$ cat config.mk
export PLATFORM = sky130hd
export DESIGN_NAME = uart_rx_ctrl
export DESIGN_NICKNAME = d
export VERILOG_FILES = /design/src/rtl/uart_pkg.sv /design/src/rtl/uart_rx_fifo.sv /design/src/rtl/uart_rx_ctrl.sv
export SDC_FILE = /design/constraint.sdc
export NUM_CORES = 1
export LEC_CHECK = 0
export CAP_MARGIN = 20
export CORE_MARGIN = 10
export CORE_UTILIZATION = 60
export CTS_BUF_LIST = sky130_fd_sc_hd__clkbuf_4 sky130_fd_sc_hd__clkbuf_8
export CTS_CLUSTER_SIZE = 16
export DETAILED_ROUTE_END_ITERATION = 10
export PLACE_DENSITY = 0.83
export REMOVE_ABC_BUFFERS = 1
export SYNTH_ARGS = -nofsm -noshare
export SYNTH_HDL_FRONTEND = slang
export SYNTH_SLANG_ARGS = --single-unit
$ cat constraint.sdc
create_clock -name clk -period 3.45 [get_ports clk]
set_clock_uncertainty 0.05 [all_clocks]
set_input_delay 0.69 -clock clk [delete_from_list [all_inputs] [get_ports clk]]
set_output_delay 0.69 -clock clk [all_outputs]
set_load 0.05 [all_outputs]
$ cat src/rtl/uart_pkg.sv
// Shared definitions for the UART receive path.
//   DATA_W       - width of one received character
//   ERR_CNT_MAX  - ceiling of the framing-error counter
//   baud_state_e - states of the mid-bit tick generator
package uart_pkg;

    localparam int DATA_W      = 8;
    localparam int ERR_CNT_MAX = 255;

    typedef enum logic [1:0] {
        B_IDLE = 2'd0,
        B_HALF = 2'd1,
        B_BIT  = 2'd2
    } baud_state_e;

endpackage

$ cat src/rtl/uart_rx_fifo.sv
// First-word-fall-through FIFO holding received bytes.
// Ports:
//   clk, arst_n        - clock, synchronous active-low reset
//   push, push_data    - write request and byte
//   pop                - read request (ignored while empty)
//   full, empty, level - occupancy status
//   head               - oldest byte, 0 while empty
// A push while full is accepted only if a pop frees a slot in the same cycle.
module uart_rx_fifo
    import uart_pkg::*;
#(
    parameter int DEPTH = 8,
    parameter int WIDTH = DATA_W
) (
    input  logic                     clk,
    input  logic                     arst_n,
    input  logic                     push,
    input  logic [WIDTH-1:0]         push_data,
    input  logic                     pop,
    output logic                     full,
    output logic                     empty,
    output logic [$clog2(DEPTH):0]   level,
    output logic [WIDTH-1:0]         head
);

    localparam int PTR_W = $clog2(DEPTH);

    logic [PTR_W-1:0] wptr_q, wptr_d;
    logic [PTR_W-1:0] rptr_q, rptr_d;
    logic [PTR_W:0]   cnt_q, cnt_d;
    logic [WIDTH-1:0] mem_q [DEPTH];
    logic             push_ok;
    logic             pop_ok;

    assign empty   = (cnt_q == '0);
    assign full    = (cnt_q == (PTR_W+1)'(DEPTH));
    assign pop_ok  = pop && !empty;
    assign push_ok = push && (!full || pop_ok);
    assign level   = cnt_q;
    // Storage is not reset, so mask the head while nothing valid is stored.
    assign head    = empty ? '0 : mem_q[rptr_q];

    // DEPTH is a power of two, so pointers wrap by plain overflow.
    always_comb begin
        wptr_d = wptr_q;
        rptr_d = rptr_q;
        cnt_d  = cnt_q;
        if (push_ok) wptr_d = wptr_q + PTR_W'(1);
        if (pop_ok)  rptr_d = rptr_q + PTR_W'(1);
        case ({push_ok, pop_ok})
            2'b10:   cnt_d = cnt_q + (PTR_W+1)'(1);
            2'b01:   cnt_d = cnt_q - (PTR_W+1)'(1);
            default: cnt_d = cnt_q;
        endcase
    end

    always_ff @(posedge clk) begin
        if (!arst_n) begin
            wptr_q <= '0;
            rptr_q <= '0;
            cnt_q  <= '0;
        end else begin
            wptr_q <= wptr_d;
            rptr_q <= rptr_d;
            cnt_q  <= cnt_d;
        end
    end

    always_ff @(posedge clk) begin
        if (push_ok) mem_q[wptr_q] <= push_data;
    end

endmodule

$ cat src/rtl/uart_rx_ctrl.sv
// Sequencer for the UART receive datapath.
// Ports:
//   clk, arst_n             - clock, synchronous active-low reset
//   enable                  - host receive enable
//   fsm_busy/done/err       - bit-level FSM status
//   fsm_restart             - FSM request to restart baud timing at a start edge
//   rx_byte                 - SIPO byte, valid with fsm_done
//   rx_en, tick             - enable and mid-bit strobe to the FSM
//   rd_valid/rd_data/rd_ready - FWFT read port of the RX FIFO
//   level                   - FIFO occupancy
//   frame_err_cnt, overrun  - host status, cleared by clr_status
module uart_rx_ctrl
    import uart_pkg::*;
#(
    parameter int CLKS_PER_BIT = 868,
    parameter int FIFO_DEPTH   = 8
) (
    input  logic                          clk,
    input  logic                          arst_n,
    input  logic                          enable,
    input  logic                          fsm_busy,
    input  logic                          fsm_done,
    input  logic                          fsm_err,
    input  logic                          fsm_restart,
    input  logic [DATA_W-1:0]             rx_byte,
    output logic                          rx_en,
    output logic                          tick,
    output logic                          rd_valid,
    output logic [DATA_W-1:0]             rd_data,
    input  logic                          rd_ready,
    output logic [$clog2(FIFO_DEPTH):0]   level,
    output logic [7:0]                    frame_err_cnt,
    output logic                          overrun,
    input  logic                          clr_status
);

    localparam int BCNT_W = $clog2(CLKS_PER_BIT);
    localparam logic [BCNT_W-1:0] HALF_LAST = BCNT_W'(CLKS_PER_BIT/2 - 1);
    localparam logic [BCNT_W-1:0] BIT_LAST  = BCNT_W'(CLKS_PER_BIT - 1);

    function automatic logic [7:0] sat_inc(input logic [7:0] v);
        return (v == 8'(ERR_CNT_MAX)) ? v : v + 8'd1;
    endfunction

    baud_state_e       bstate_q, bstate_d;
    logic [BCNT_W-1:0] bcnt_q, bcnt_d;
    logic              rx_en_q, rx_en_d;
    logic [7:0]        err_cnt_q, err_cnt_d;
    logic              ovr_q, ovr_d;
    logic              fifo_full;
    logic              fifo_empty;
    logic              pop;
    logic              drop;

    // Tick is decoded from registered state only.
    assign tick = ((bstate_q == B_HALF) && (bcnt_q == HALF_LAST)) ||
                  ((bstate_q == B_BIT)  && (bcnt_q == BIT_LAST));

    always_comb begin
        bstate_d = bstate_q;
        bcnt_d   = bcnt_q;
        if (fsm_restart) begin
            bstate_d = B_HALF;
            bcnt_d   = '0;
        end else begin
            case (bstate_q)
                B_IDLE: bcnt_d = '0;
                B_HALF: begin
                    if (tick) begin
                        bstate_d = B_BIT;
                        bcnt_d   = '0;
                    end else begin
                        bcnt_d = bcnt_q + BCNT_W'(1);
                    end
                end
                B_BIT: begin
                    if (tick) begin
                        bcnt_d = '0;
                    end else if (!fsm_busy) begin
                        bstate_d = B_IDLE;
                        bcnt_d   = '0;
                    end else begin
                        bcnt_d = bcnt_q + BCNT_W'(1);
                    end
                end
                default: begin
                    bstate_d = B_IDLE;
                    bcnt_d   = '0;
                end
            endcase
        end
    end

    // Once running, a busy FSM keeps the enable alive so the frame completes.
    assign rx_en_d = enable || (rx_en_q && fsm_busy);

    assign pop  = !fifo_empty && rd_ready;
    assign drop = fsm_done && fifo_full && !pop;

    // A same-cycle event wins over the clear.
    always_comb begin
        err_cnt_d = err_cnt_q;
        if (clr_status)   err_cnt_d = {7'd0, fsm_err};
        else if (fsm_err) err_cnt_d = sat_inc(err_cnt_q);
    end

    assign ovr_d = (ovr_q && !clr_status) || drop;

    always_ff @(posedge clk) begin
        if (!arst_n) begin
            bstate_q  <= B_IDLE;
            bcnt_q    <= '0;
            rx_en_q   <= 1'b0;
            err_cnt_q <= '0;
            ovr_q     <= 1'b0;
        end else begin
            bstate_q  <= bstate_d;
            bcnt_q    <= bcnt_d;
            rx_en_q   <= rx_en_d;
            err_cnt_q <= err_cnt_d;
            ovr_q     <= ovr_d;
        end
    end

    uart_rx_fifo #(
        .DEPTH (FIFO_DEPTH),
        .WIDTH (DATA_W)
    ) u_fifo (
        .clk       (clk),
        .arst_n    (arst_n),
        .push      (fsm_done),
        .push_data (rx_byte),
        .pop       (pop),
        .full      (fifo_full),
        .empty     (fifo_empty),
        .level     (level),
        .head      (rd_data)
    );

    assign rd_valid      = !fifo_empty;
    assign rx_en         = rx_en_q;
    assign frame_err_cnt = err_cnt_q;
    assign overrun       = ovr_q;

endmodule

Word-level counts from Yosys, hierarchy flattened. Memory sizes are Yosys's and may differ from the RTL's. A register that Yosys moved wholly into a read port is not among the register bits. Cells that the tools add are included.

Word-level logic and storage cells: 81. Input port bits: 17. Memories: 1. Bits in writable memories: 64. Flip-flop bits (word level): 32.

Memories: u_fifo.mem_q (depth 8, width 8, read ports 1, clocked after Yosys merged registers in 1, write ports 1, RTL line uart_rx_fifo.sv:31) `logic [WIDTH-1:0] mem_q [DEPTH];`.

Reduce and logical (&&, ||, !) cells: 27. Eq/ne operators: 16. Add/subtract/negate cells: 6. Mux-type cells: 18. Bitwise gates (word level): 3.

Operator list (number): $mux 10 (3); $pmux 10 s2 (1); $add 10x1->10 const B (1); $eq 10x10->1 const B (1); $eq 10x9->1 const B (1); $ne 2x2->1 const B (5); $logic_and 1x1->1 (9); $ne 3x3->1 const B (3); $add 8x1->8 const B (1); $eq 8x8->1 const B (1); $mux 8 (1); $pmux 4 s2 (1); $reduce_and 4->1 (2); $add 3x1->3 const B (2); $mux 1 (6); $mux 2 (3); $mux 3 (2); $pmux 2 s3 (1); $add 4x1->4 const B (1); $eq 2x1->1 const B (2); $eq 2x2->1 const B (2); $eq 4x4->1 const B (1); $logic_not 1->1 (4); $logic_not 4->1 (1); 7 further kinds (15).

Longest topological paths before layout.
Depth after elaboration: 8. Gate-level depth with buffers: 8.

Cells and area by module. Synthesis repeated with hierarchy kept, for this count alone.

Cells, all modules: 317. Area total of the unflattened synthesis: 4312.9 sq um.

By module, submodules not included: uart_rx_fifo (instances 1, cells an instance 187, area each 3191.8 sq um, sequential area each 2182.1 sq um); uart_rx_ctrl (instances 1, cells an instance 130, area each 1121.1 sq um, sequential area each 440.4 sq um).

Least setup slack after synthesis. OpenSTA, ideal clock, no wires.

Kind: reg-to-output. Start point: register (tool-made name). End point: output port rd_data[5]. Arrival time: 1.702 ns. Buffers on the path: 2. Stages on the path, launching flop included: 6. Data required time: 2.710 ns. Slack: 1.008 ns. Cell sequence: dfxtp_1 > buf_2 > buf_4 > mux4_2 > mux2i_1 > nor2_1.

RTL lines: to (decl) (RTL line uart_rx_ctrl.sv:29) `output logic [DATA_W-1:0] rd_data,`.

==> results_dict.tcl <==
set metrics [dict create \
    end_kind "output port" \
    synth_warnings 0 \
    worst-path-max-fanout 16 \
    postCtsSetupRepairBufs 0 \
    num_antenna_cells 0 \
    synth_cell_types 53 \
    seq_power_share 0.436 \
    syn_area_per_cell_um2 13.6 \
    final_cell_mix "edfxtp_1 (64), nor2_1 (40), clkdlybuf4s50_1 (38), dfxtp_1 (35), mux4_2 (16)" \
    synth_top_area_cell "edfxtp_1" \
    ctsHoldBuffers 0 \
    netSwitchingFraction 0.312 \
    hold_ws_ns 0.440 \
    numCtsBuffers 9 \
    clk_pin_slew_ns 0.09 \
    r2r_cells 7 \
    start_util 0.623 \
    final_area_mm2 0.00504 \
    tns_ns 0 \
    drt_pass1_iterations 4 \
    clock.fmax_mhz 314 \
    yosysSeqAreaShare 0.613 \
    antenna_found_initial 0 \
    crit_type "flip-flop to output port" \
    drc_errors 0 \
    cp.arrival_ns 2.44 \
    slew_headroom 0.630 \
    leakagePower_nw 1.65 \
    crit_slowest_cell "clkdlybuf4s50_1" \
    dpl_cell_area_mm2 0.00480 \
    synth-edff-count 64 \
    seq_area_mm2 0.00262 \
    ys_async_sr_fraction 0 \
    ant_nets 0 \
    wl_per_cell_um 17.4 \
    viasPerCell 5.63 \
    min_path_type "flip-flop to flip-flop" \
    p_sw_mw 0.992 \
    design.die.area_mm2 0.0109 \
    finalHoldViolations 0 \
    netlist_area_mm2 0.00428 \
    track_usage 0.153 \
    maxCapViolCount 0 \
    p_total_mw 3.18 \
    timing.final.crit_share 0.923 \
    slowest_delay_ns 0.70 \
    num_rows 30 \
    core_area_mm2 0.00687 \
    gp_congestion 0.812 \
    combPwrFrac 0.291 \
    multiInputGateArea_mm2 0.00154 \
    grt_max_degree 17 \
    irDropWorstVdd_mv 0.381 \
    drv_slew 0 \
    die-width_um 104 \
    power.density_mw_per_mm2 631 \
    status "completed" \
    cts_tree "built" \
    drtIter0Drc 111 \
    cts_max_path_buffers 2 \
    grt_remaining_overflow 0 \
    clkPwrFrac 0.273 \
    worst_slew_pin_slew_ns 0.547 \
    grt_pass1_wl_um 13600 \
    utilization 0.734 \
    drive_gt1_frac 0.146 \
    htreeDepth 3 \
    crit_chain "buf_4 > mux4_2 > mux2i_1 > nor2_1 > clkdlybuf4s50_1" \
    areaGrowthSynthToFinish_pct 17.8 \
    start_kind "flip-flop" \
    hpwl_um 5630 \
    synth.top_cell.area_share 0.449 \
    vias 2617 \
    io_pins 41 \
    grt_pass1_vias 2731 \
    ys_ff_latch 99 \
    netlist_top_cells_area "edfxtp_1 (45%), dfxtp_1 (16%), mux4_2 (8.4%), nor2_1 (3.5%), mux2i_1 (2.8%)" \
    cts_root_buf "clkbuf_8" \
    yosys_most_used_dff "edfxtp_1" \
    ctsResizeCount 0 \
    clk_latency_ns 0.34 \
    port_buffers 40 \
    final_common_cell "edfxtp_1" \
    die_h_um 104 \
    synthCells 315 \
    routed_wl_um 8090 \
    min_path_cells 1 \
    cp.required_ns 2.71 \
    finalSetupViolCount 0 \
    nets 390 \
    rsz0062_at_grt "false" \
    internal_power_mw 2.19 \
    fillers 450 \
    cts_sinks 99 \
    min_period_ns 3.18 \
]
==> logic make-up (layout without fill, tap and decap cells) <==
| group | after synthesis | after routing | share of synthesized area |
|---|---|---|---|
| multiplexers | 29 | 29 | 0.115 |
| flip-flops | 99 | 99 | 0.613 |
| adder cells (fa/ha/maj) | 9 | 9 | 0.0263 |
| AND/OR/NAND/NOR | 100 | 100 | 0.119 |
| XOR/XNOR | 14 | 14 | 0.0287 |
| buffers and inverters | 23 | 77 | 0.0266 |
| AO/OA/AOI/OAI | 41 | 41 | 0.0714 |
==> sequential cells by signal, indices dropped and copies added (netlist names), named ones only <==
signal	cells
rx_en	1
bcnt_q	10
u_fifo.rptr_q	3
bstate_q	2
u_fifo.level	4
frame_err_cnt	8
u_fifo.mem_q	64
u_fifo.wptr_q	3
overrun	1
==> metal layers <==
metal	global-route usage	part of all wire	wire length, µm
met5	0	0	0
met4	0.0507	0.0065	53
met3	0.0341	0.052	423
met2	0.252	0.50	4040
met1	0.194	0.44	3570
==> cell usage after synthesis, drive strengths merged, types with 6 or more instances <==
cell type and count:
ha 9, dfxtp 35, o21ai 6, nor2 40, a21oi 11, inv 9, mux2i 12, nand2b 12
buf 11, mux4 16, nand3 9, xnor2 10, edfxtp 64, nand2 14, a31oi 6
==> power by group through the flow <==
| stage | logic [mW] | registers (mW) | clock network, mW |
|---|---|---|---|
| 2_1_floorplan | 0.548 | 1.49 | 0 |
| 3_3_place_gp | 0.920 | 1.41 | 0 |
| 3_5_place_dp | 0.940 | 1.41 | 0 |
| 4_1_cts | 0.942 | 1.39 | 0.885 |
| 5_1_grt | 0.994 | 1.40 | 0.937 |
| 6_report | 0.926 | 1.39 | 0.867 |
==> worst max-delay path, delay by kind of cell (launching register included) <==
family                 cells  cell delay (ns)
buffers and inverters      2             1.00
multiplexers               2             0.72
flip-flops                 1             0.32
AND/OR/NAND/NOR            1             0.07
==> worst paths after layout <==
path,from,to,slack (ns)
setup / recovery,flip-flop,rd_data[6],0.27
hold / removal,bcnt_q[0],bcnt_q[0],0.44
setup reg to reg,u_fifo.level[1],u_fifo.level[2],1.16
hold reg to reg,bcnt_q[0],bcnt_q[0],0.44
==> stage by stage <==
| stage | worst slack [ns] | std cells |
|---|---|---|
| 4_1_cts | 0.214 | 465 |
| 3_5_place_dp | 0.443 | 449 |
| 2_1_floorplan | 0.768 | 302 |
| 5_1_grt | 0.106 | 465 |
| 6_report | 0.266 | 465 |
| 3_3_place_gp | 0.559 | 449 |
==> area by class of cell <==
type / instances / share of cell area
clock buffers: 11 / 0.0276
clock inverters: 5 / 0.0201
inverters: 10 / 0.00745
multi-input cells: 193 / 0.306
flip-flops and latches: 99 / 0.520
well taps: 96 / 0.0238
repair buffers: 51 / 0.0949
No activity file was read; power rests on OpenSTA's default activity.
